### src/rtl/shot_tracker.sv
// rtl/shot_tracker.sv - shot bookkeeping, BCD hit/shot counters, sink status and game over
//
// Purpose: once per score request, latch the shot and the checker result,
// then on the following cycle update the fired map, BCD counters,
// per-class sink flags and the game-over state.
//
// Optional feature macro: SHOT_TRACKER_REPEAT_CHECK_EN
//   defined   - 100-bit fired map, repeat shots flagged and not re-counted
//   undefined - no map, repeat_shot tied low, counters saturate instead
//
// Ports:
//   clock, reset         system clock, synchronous active-high reset
//   score_req            level request; a rising edge starts a shot
//   X, Y                 shot coordinates, valid 1..10
//   something_wrong      input validity flag
//   is_hit, biggest_ship checker result and one-hot ship class at (X,Y)
//   shot_done, rejected  one-cycle pulses after a shot is applied
//   repeat_shot          last accepted shot hit an already-fired square
//   hits_*, shots_*      BCD counters (tens/ones)
//   ships_sunk           sticky per-class sink flags
//   game_over            all TOTAL_SQUARES ship squares hit

module shot_tracker #(
  parameter int TOTAL_SQUARES = 19
) (
  input  logic       clock,
  input  logic       reset,
  input  logic       score_req,
  input  logic [3:0] X,
  input  logic [3:0] Y,
  input  logic       something_wrong,
  input  logic       is_hit,
  input  logic [4:0] biggest_ship,
  output logic       shot_done,
  output logic       rejected,
  output logic       repeat_shot,
  output logic [3:0] hits_ones,
  output logic [3:0] hits_tens,
  output logic [3:0] shots_ones,
  output logic [3:0] shots_tens,
  output logic [4:0] ships_sunk,
  output logic       game_over
);

  typedef enum logic [1:0] {IDLE, UPDATE, OVER} state_t;

  state_t     state, state_nxt;

  logic       req_q;
  logic [3:0] x_q, y_q;
  logic       wrong_q, hit_q;
  logic [4:0] bs_q;
  logic [4:0] hit_cnt;
  logic [2:0] cls_cnt [5];

  logic       req, latch, apply, reject, is_new, do_hit;
  logic       cls_any;
  logic [2:0] cls_idx;

`ifdef SHOT_TRACKER_REPEAT_CHECK_EN
  logic [99:0] fired_map;
  logic [6:0]  map_idx;
  logic        repeat_q;
`endif

  function automatic logic [2:0] cls_total(input logic [2:0] k);
    case (k)
      3'd0:    return 3'd4;
      3'd1:    return 3'd3;
      3'd2:    return 3'd3;
      3'd3:    return 3'd4;
      default: return 3'd5;
    endcase
  endfunction

  function automatic logic [7:0] bcd_inc(input logic [3:0] tens, input logic [3:0] ones);
    if (ones == 4'd9) return {tens + 4'd1, 4'd0};
    return {tens, ones + 4'd1};
  endfunction

  always_ff @(posedge clock) begin
    if (reset) state <= IDLE;
    else       state <= state_nxt;
  end

  always_comb begin
    state_nxt = state;
    latch     = 1'b0;
    apply     = (state == UPDATE);
    req       = score_req & ~req_q;
    reject    = wrong_q | (x_q < 4'd1) | (x_q > 4'd10) | (y_q < 4'd1) | (y_q > 4'd10);

    // Highest set bit wins when the checker reports several classes.
    cls_any = |bs_q;
    cls_idx = 3'd0;
    for (int k = 0; k < 5; k++) begin
      if (bs_q[k]) cls_idx = 3'(k);
    end

`ifdef SHOT_TRACKER_REPEAT_CHECK_EN
    // (Y-1)*10 + (X-1), folded into one constant offset.
    map_idx = 7'(y_q) * 7'd10 + 7'(x_q) - 7'd11;
    is_new  = ~fired_map[map_idx];
    do_hit  = apply & ~reject & is_new & hit_q;
`else
    is_new  = 1'b1;
    do_hit  = apply & ~reject & hit_q & (hit_cnt != 5'(TOTAL_SQUARES));
`endif

    case (state)
      IDLE: begin
        if (req) begin
          latch     = 1'b1;
          state_nxt = UPDATE;
        end
      end
      UPDATE: begin
        if (do_hit && (hit_cnt + 5'd1 == 5'(TOTAL_SQUARES))) state_nxt = OVER;
        else                                                  state_nxt = IDLE;
      end
      OVER:    state_nxt = OVER;
      default: state_nxt = IDLE;
    endcase
  end

  always_ff @(posedge clock) begin
    if (reset) begin
      // req_q starts high so a request held through reset does not fire.
      req_q      <= 1'b1;
      x_q        <= '0;
      y_q        <= '0;
      wrong_q    <= 1'b0;
      hit_q      <= 1'b0;
      bs_q       <= '0;
      shot_done  <= 1'b0;
      rejected   <= 1'b0;
      hit_cnt    <= '0;
      hits_ones  <= '0;
      hits_tens  <= '0;
      shots_ones <= '0;
      shots_tens <= '0;
      ships_sunk <= '0;
      for (int k = 0; k < 5; k++) cls_cnt[k] <= '0;
`ifdef SHOT_TRACKER_REPEAT_CHECK_EN
      fired_map  <= '0;
      repeat_q   <= 1'b0;
`endif
    end else begin
      req_q     <= score_req;
      shot_done <= 1'b0;
      rejected  <= 1'b0;

      if (latch) begin
        x_q     <= X;
        y_q     <= Y;
        wrong_q <= something_wrong;
        hit_q   <= is_hit;
        bs_q    <= biggest_ship;
      end

      if (apply) begin
        shot_done <= 1'b1;
        rejected  <= reject;
        if (!reject) begin
          if (!(shots_tens == 4'd9 && shots_ones == 4'd9))
            {shots_tens, shots_ones} <= bcd_inc(shots_tens, shots_ones);
`ifdef SHOT_TRACKER_REPEAT_CHECK_EN
          repeat_q <= ~is_new;
          if (is_new) fired_map[map_idx] <= 1'b1;
`endif
        end
      end

      if (do_hit) begin
        hit_cnt                <= hit_cnt + 5'd1;
        {hits_tens, hits_ones} <= bcd_inc(hits_tens, hits_ones);
        if (cls_any) begin
`ifdef SHOT_TRACKER_REPEAT_CHECK_EN
          cls_cnt[cls_idx] <= cls_cnt[cls_idx] + 3'd1;
`else
          if (cls_cnt[cls_idx] != cls_total(cls_idx))
            cls_cnt[cls_idx] <= cls_cnt[cls_idx] + 3'd1;
`endif
          if (cls_cnt[cls_idx] + 3'd1 == cls_total(cls_idx))
            ships_sunk[cls_idx] <= 1'b1;
        end
      end
    end
  end

`ifdef SHOT_TRACKER_REPEAT_CHECK_EN
  assign repeat_shot = repeat_q;
`else
  assign repeat_shot = 1'b0;
`endif

  assign game_over = (state == OVER);

endmodule

### config.mk
export PLATFORM = sky130hd
export DESIGN_NAME = shot_tracker
export DESIGN_NICKNAME = d
export VERILOG_FILES = /design/src/rtl/shot_tracker.sv
export SDC_FILE = /design/constraint.sdc
export NUM_CORES = 1
export LEC_CHECK = 0
export BUFFER_PORTS_ARGS = -buffer_cell sky130_fd_sc_hd__buf_4
export CAP_MARGIN = 10
export CORE_MARGIN = 1.5
export CORE_UTILIZATION = 55
export DETAILED_ROUTE_END_ITERATION = 8
export GPL_TIMING_DRIVEN = 0
export PLACE_DENSITY = 0.84
export REMOVE_ABC_BUFFERS = 1
export SYNTH_ARGS = -nofsm -noshare
export SYNTH_HDL_FRONTEND = slang
export SYNTH_SLANG_ARGS = --single-unit
### constraint.sdc
create_clock -name clock -period 7.11 [get_ports clock]
set_input_delay 0.3555 -clock clock [delete_from_list [all_inputs] [get_ports clock]]
set_output_delay 0.3555 -clock clock [all_outputs]
set_load 0.005 [all_outputs]
==> results.py <==
metrics = {
    "synthesis": {
        "share_of_the_synthesized_area_in_compound_gates_ao_oa_aoi_oai": 0.1485,
        "post_synth_instance_area_sq_mm": 0.002940,
        "synthArstFlopShare": 0,
        "synth_area_per_cell_sq_um": 9.160,
        "synth-seq-area-share": 0.4664,
        "synthMostInstantiatedCell": "sky130_fd_sc_hd__nand2_1",
        "synth-xor-area-share": 0.03447,
        "synthSimpleGateAreaFrac": 0.2638,
        "syn-instance-count": 321,
        "synth_seq_cells": 61,
        "area_share_of_fa_ha_maj_cells_after_synthesis": 0.02553,
        "synthTopCellsByCount": "sky130_fd_sc_hd__nand2_1, sky130_fd_sc_hd__dfxtp_1, sky130_fd_sc_hd__nor2_1, sky130_fd_sc_hd__a21oi_1, sky130_fd_sc_hd__edfxtp_1",
        "synth_mux_area_frac": 0.02085,
        "synth-edff-count": 15,
        "post-synth-top-area-cell": "sky130_fd_sc_hd__dfxtp_1",
        "yosysWarnings": 0,
        "ys_types": 61,
        "synth_top_family_by_area": "simple AND/OR/NAND/NOR gates",
        "ys_top_cells_by_area": "sky130_fd_sc_hd__dfxtp_1, sky130_fd_sc_hd__edfxtp_1, sky130_fd_sc_hd__nand2_1",
        "dominantRegCellSynth": "sky130_fd_sc_hd__dfxtp_1",
        "synth_top_cell_area_share": 0.3132,
    },
    "routing": {
        "avgViaCountPerCell": 5.766,
        "detailedRoute.firstIterationViolations": 298,
        "met3_wirelength_microns": 320,
        "wl_mm": 6.386,
        "avgRoutedWirePerCell_microns": 14.82,
        "top_routing_layer_in_use": "met4",
        "detail_route.first_pass.iterations": 4,
        "vias": 2485,
        "detail-route-antenna-nets": 0,
        "routedLengthMet1_mm": 2.789,
        "drc_errors": 0,
        "dr_wl_met2_mm": 3.133,
    },
    "worst_setup_path": {
        "timing.setup.critical_path_class": "reg2reg",
        "setup.worst_path.start_class": "flop",
        "slowest_stage": "sky130_fd_sc_hd__a21boi_1",
        "required_time_of_the_worst_setup_path_ps": 7160,
        "cp_data_arrival_time_ps": 2950,
        "critical_path.cell_chain": "nor4bb_1 -> a211oi_1 -> a2111oi_1 -> nand2_1 -> a21boi_1 -> o31ai_1",
        "cp_max_fo": 12,
        "timing.critical_path.slowest_cell_delay_ps": 690,
        "timing.critical_path.to_type": "flop",
        "cp_num_buf_inv": 0,
        "timing.critical_path.max_delay_family": "compound AO/OA/AOI/OAI gates",
    },
    "floorplan": {
        "initial_core_util": 0.5721,
        "die_height_microns": 76.12,
        "die_area_sq_mm": 0.005793,
        "io_pins": 43,
        "die-width_microns": 76.12,
        "coreArea_sq_mm": 0.005140,
        "site_rows": 26,
    },
    "placed_design": {
        "placement.cell_area_sq_mm": 0.003257,
        "place_congestion": 0.8984,
        "place_hpwl_mm": 4.307,
        "port-buffer-count": 41,
    },
    "power": {
        "irDropWorstVdd_mv": 0.1932,
        "cellLeakagePower_nw": 1.283,
        "power_per_cell_area_mw_per_mm2": 214.5,
    },
    "sta": {
        "unrepaired_setup_endpoints_after_global_routing": "no",
        "fmax_ghz": 0.3449,
        "timing_max_transition_violations_final": 0,
        "report.final.setup_viol": 0,
        "clock-skew-final_ps": 7.278,
        "timing.final.crit_period_ps": 2899,
        "max_slew_margin": 0.4412,
        "post-route-period-util": 0.4078,
        "report.final.hold_viol_count": 0,
        "timing.setup.tns_ps": 0,
        "worstMarginPinSlew_ps": 836.5,
    },
    "clock_network": {
        "clk-insertion-delay-late_ps": 350,
        "cts_buffers": 9,
        "cts_root_buffer": "sky130_fd_sc_hd__clkbuf_8",
        "cts.htree.levels": 3,
        "cts.repair.resized": 0,
        "ctsLongestPathBuffers": 2,
        "clkTransAtPathRegs_ps": 70,
        "post_cts_hold_buffers": 0,
        "clock-sinks": 61,
        "postCtsSetupBuffers": 0,
        "tritoncts": "yes",
    },
    "grt": {
        "vias_in_the_first_global_route": 2400,
        "grt_usage": 0.2349,
        "grt_max_degree": 46,
        "globalRoute.totalOverflow": 0,
        "grt_first_pass_wirelength_mm": 10.82,
        "antenna_found_initial": 0,
    },
    "finish": {
        "synthToLayoutAreaGrowth_pct": 17.92,
        "final_design_area_no_fill_sq_mm": 0.003467,
        "n_antenna_cell": 0,
        "fillerInstances": 431,
        "design.final.nets": 380,
        "drive_above_1_share": 0.1939,
        "fin_util": 0.6745,
    },
    "run_status": {
        "run_status": "completed",
    },
    "run": {
        "max_cap_violations": 0,
    },
    "hold_path": {
        "min-delay-path-class": "in2reg",
    },
}
-- logic make-up (layout without fill, tap and decap cells) --
| group | after synthesis | after routing |
|---|---|---|
| simple gates | 151 | 151 |
| compound gates | 62 | 62 |
| flops | 61 | 61 |
| buf+inv | 24 | 64 |
| xor+xnor | 10 | 10 |
| fa+ha+maj | 6 | 6 |
| mux | 6 | 6 |
| other cells | 1 | 1 |
-- cells in the final DEF (no fill, tap or decap), types with 2 or more instances in the layout --
master                      count
sky130_fd_sc_hd__nor4b_1        2
sky130_fd_sc_hd__a21oi_1       19
sky130_fd_sc_hd__buf_4         42
sky130_fd_sc_hd__xnor2_1        5
sky130_fd_sc_hd__nand3b_1       5
sky130_fd_sc_hd__dfxtp_1       46
sky130_fd_sc_hd__inv_1          5
sky130_fd_sc_hd__clkinv_2       2
sky130_fd_sc_hd__nor4bb_1       2
sky130_fd_sc_hd__nor4_1        11
sky130_fd_sc_hd__a211oi_1       4
sky130_fd_sc_hd__nand4_1        6
sky130_fd_sc_hd__a21o_1         2
sky130_fd_sc_hd__o31ai_1        9
sky130_fd_sc_hd__edfxtp_1      15
sky130_fd_sc_hd__clkinv_1       2
sky130_fd_sc_hd__nand2b_1       4
sky130_fd_sc_hd__or2_2          2
sky130_fd_sc_hd__xor2_1         4
sky130_fd_sc_hd__ha_1           6
sky130_fd_sc_hd__o21ai_0        2
sky130_fd_sc_hd__nand2_1       47
sky130_fd_sc_hd__mux2i_1        5
sky130_fd_sc_hd__o2bb2ai_1      6
sky130_fd_sc_hd__nor3b_1        2
sky130_fd_sc_hd__nor3_1         8
sky130_fd_sc_hd__nor2b_1        9
sky130_fd_sc_hd__clkbuf_8      10
sky130_fd_sc_hd__nand3_1        6
sky130_fd_sc_hd__nor2_1        37
sky130_fd_sc_hd__a31oi_1        3
-- flip-flops by register name, indices dropped and copies added, names as in the netlist --
register    count
cls_cnt        15
bs_q            5
hit_cnt         5
ships_sunk      5
hits_ones       4
hits_tens       4
shots_ones      4
shots_tens      4
x_q             4
y_q             4
state           2
hit_q           1
rejected        1
req_q           1
shot_done       1
wrong_q         1
-- worst paths after layout --
path              endpoint  cells after the start  slack, ps           from
max          cls_cnt[0][0]                      6       4210        bs_q[1]
max reg2reg  cls_cnt[0][0]                      6       4210        bs_q[1]
min reg2reg  ships_sunk[4]                      1        460  ships_sunk[4]
min                  req_q                      2        220      score_req
-- power breakdown --
group	leakage [nW]	switching (mW)	total [mW]	internal, mW
Combinational	0.647	0.0299	0.0525	0.0226
Clock	0.109	0.134	0.324	0.190
Sequential	0.527	0.00642	0.368	0.361
Total	1.28	0.170	0.744	0.574
-- layout make-up --
cell class / count / area, sq um / share of cell area
Tap cell: 70 / 87.58 / 0.02526
Timing Repair Buffer: 42 / 315.3 / 0.09094
Inverter: 6 / 22.52 / 0.006496
Clock inverter: 4 / 43.79 / 0.01263
Clock buffer: 12 / 166.4 / 0.04800
Sequential cell: 61 / 1371 / 0.3955
Multi-Input combinational cell: 236 / 1460 / 0.4211
-- layer usage --
layer / vias up / track usage
met5: - / 0
li1: 1226 / -
met1: 1173 / 0.2792
met4: 0 / 0.1111
met2: 67 / 0.4036
met3: 19 / 0.05269
-- through the flow --
step / setup WS, ps / hold WS [ps] / std cells / power (mW)
finish: 4211 / 218.3 / 431 / 0.7439
global route: 3937 / 212.7 / 431 / 0.7683
CTS: 4268 / 212.0 / 431 / 0.7467
detailed placement: 4314 / 454.4 / 415 / 0.4268
global placement: 4376 / 454.8 / 414 / 0.4241
floorplan: 4749 / 424.6 / 303 / 0.4055
No activity file was read; power rests on OpenSTA's default activity.
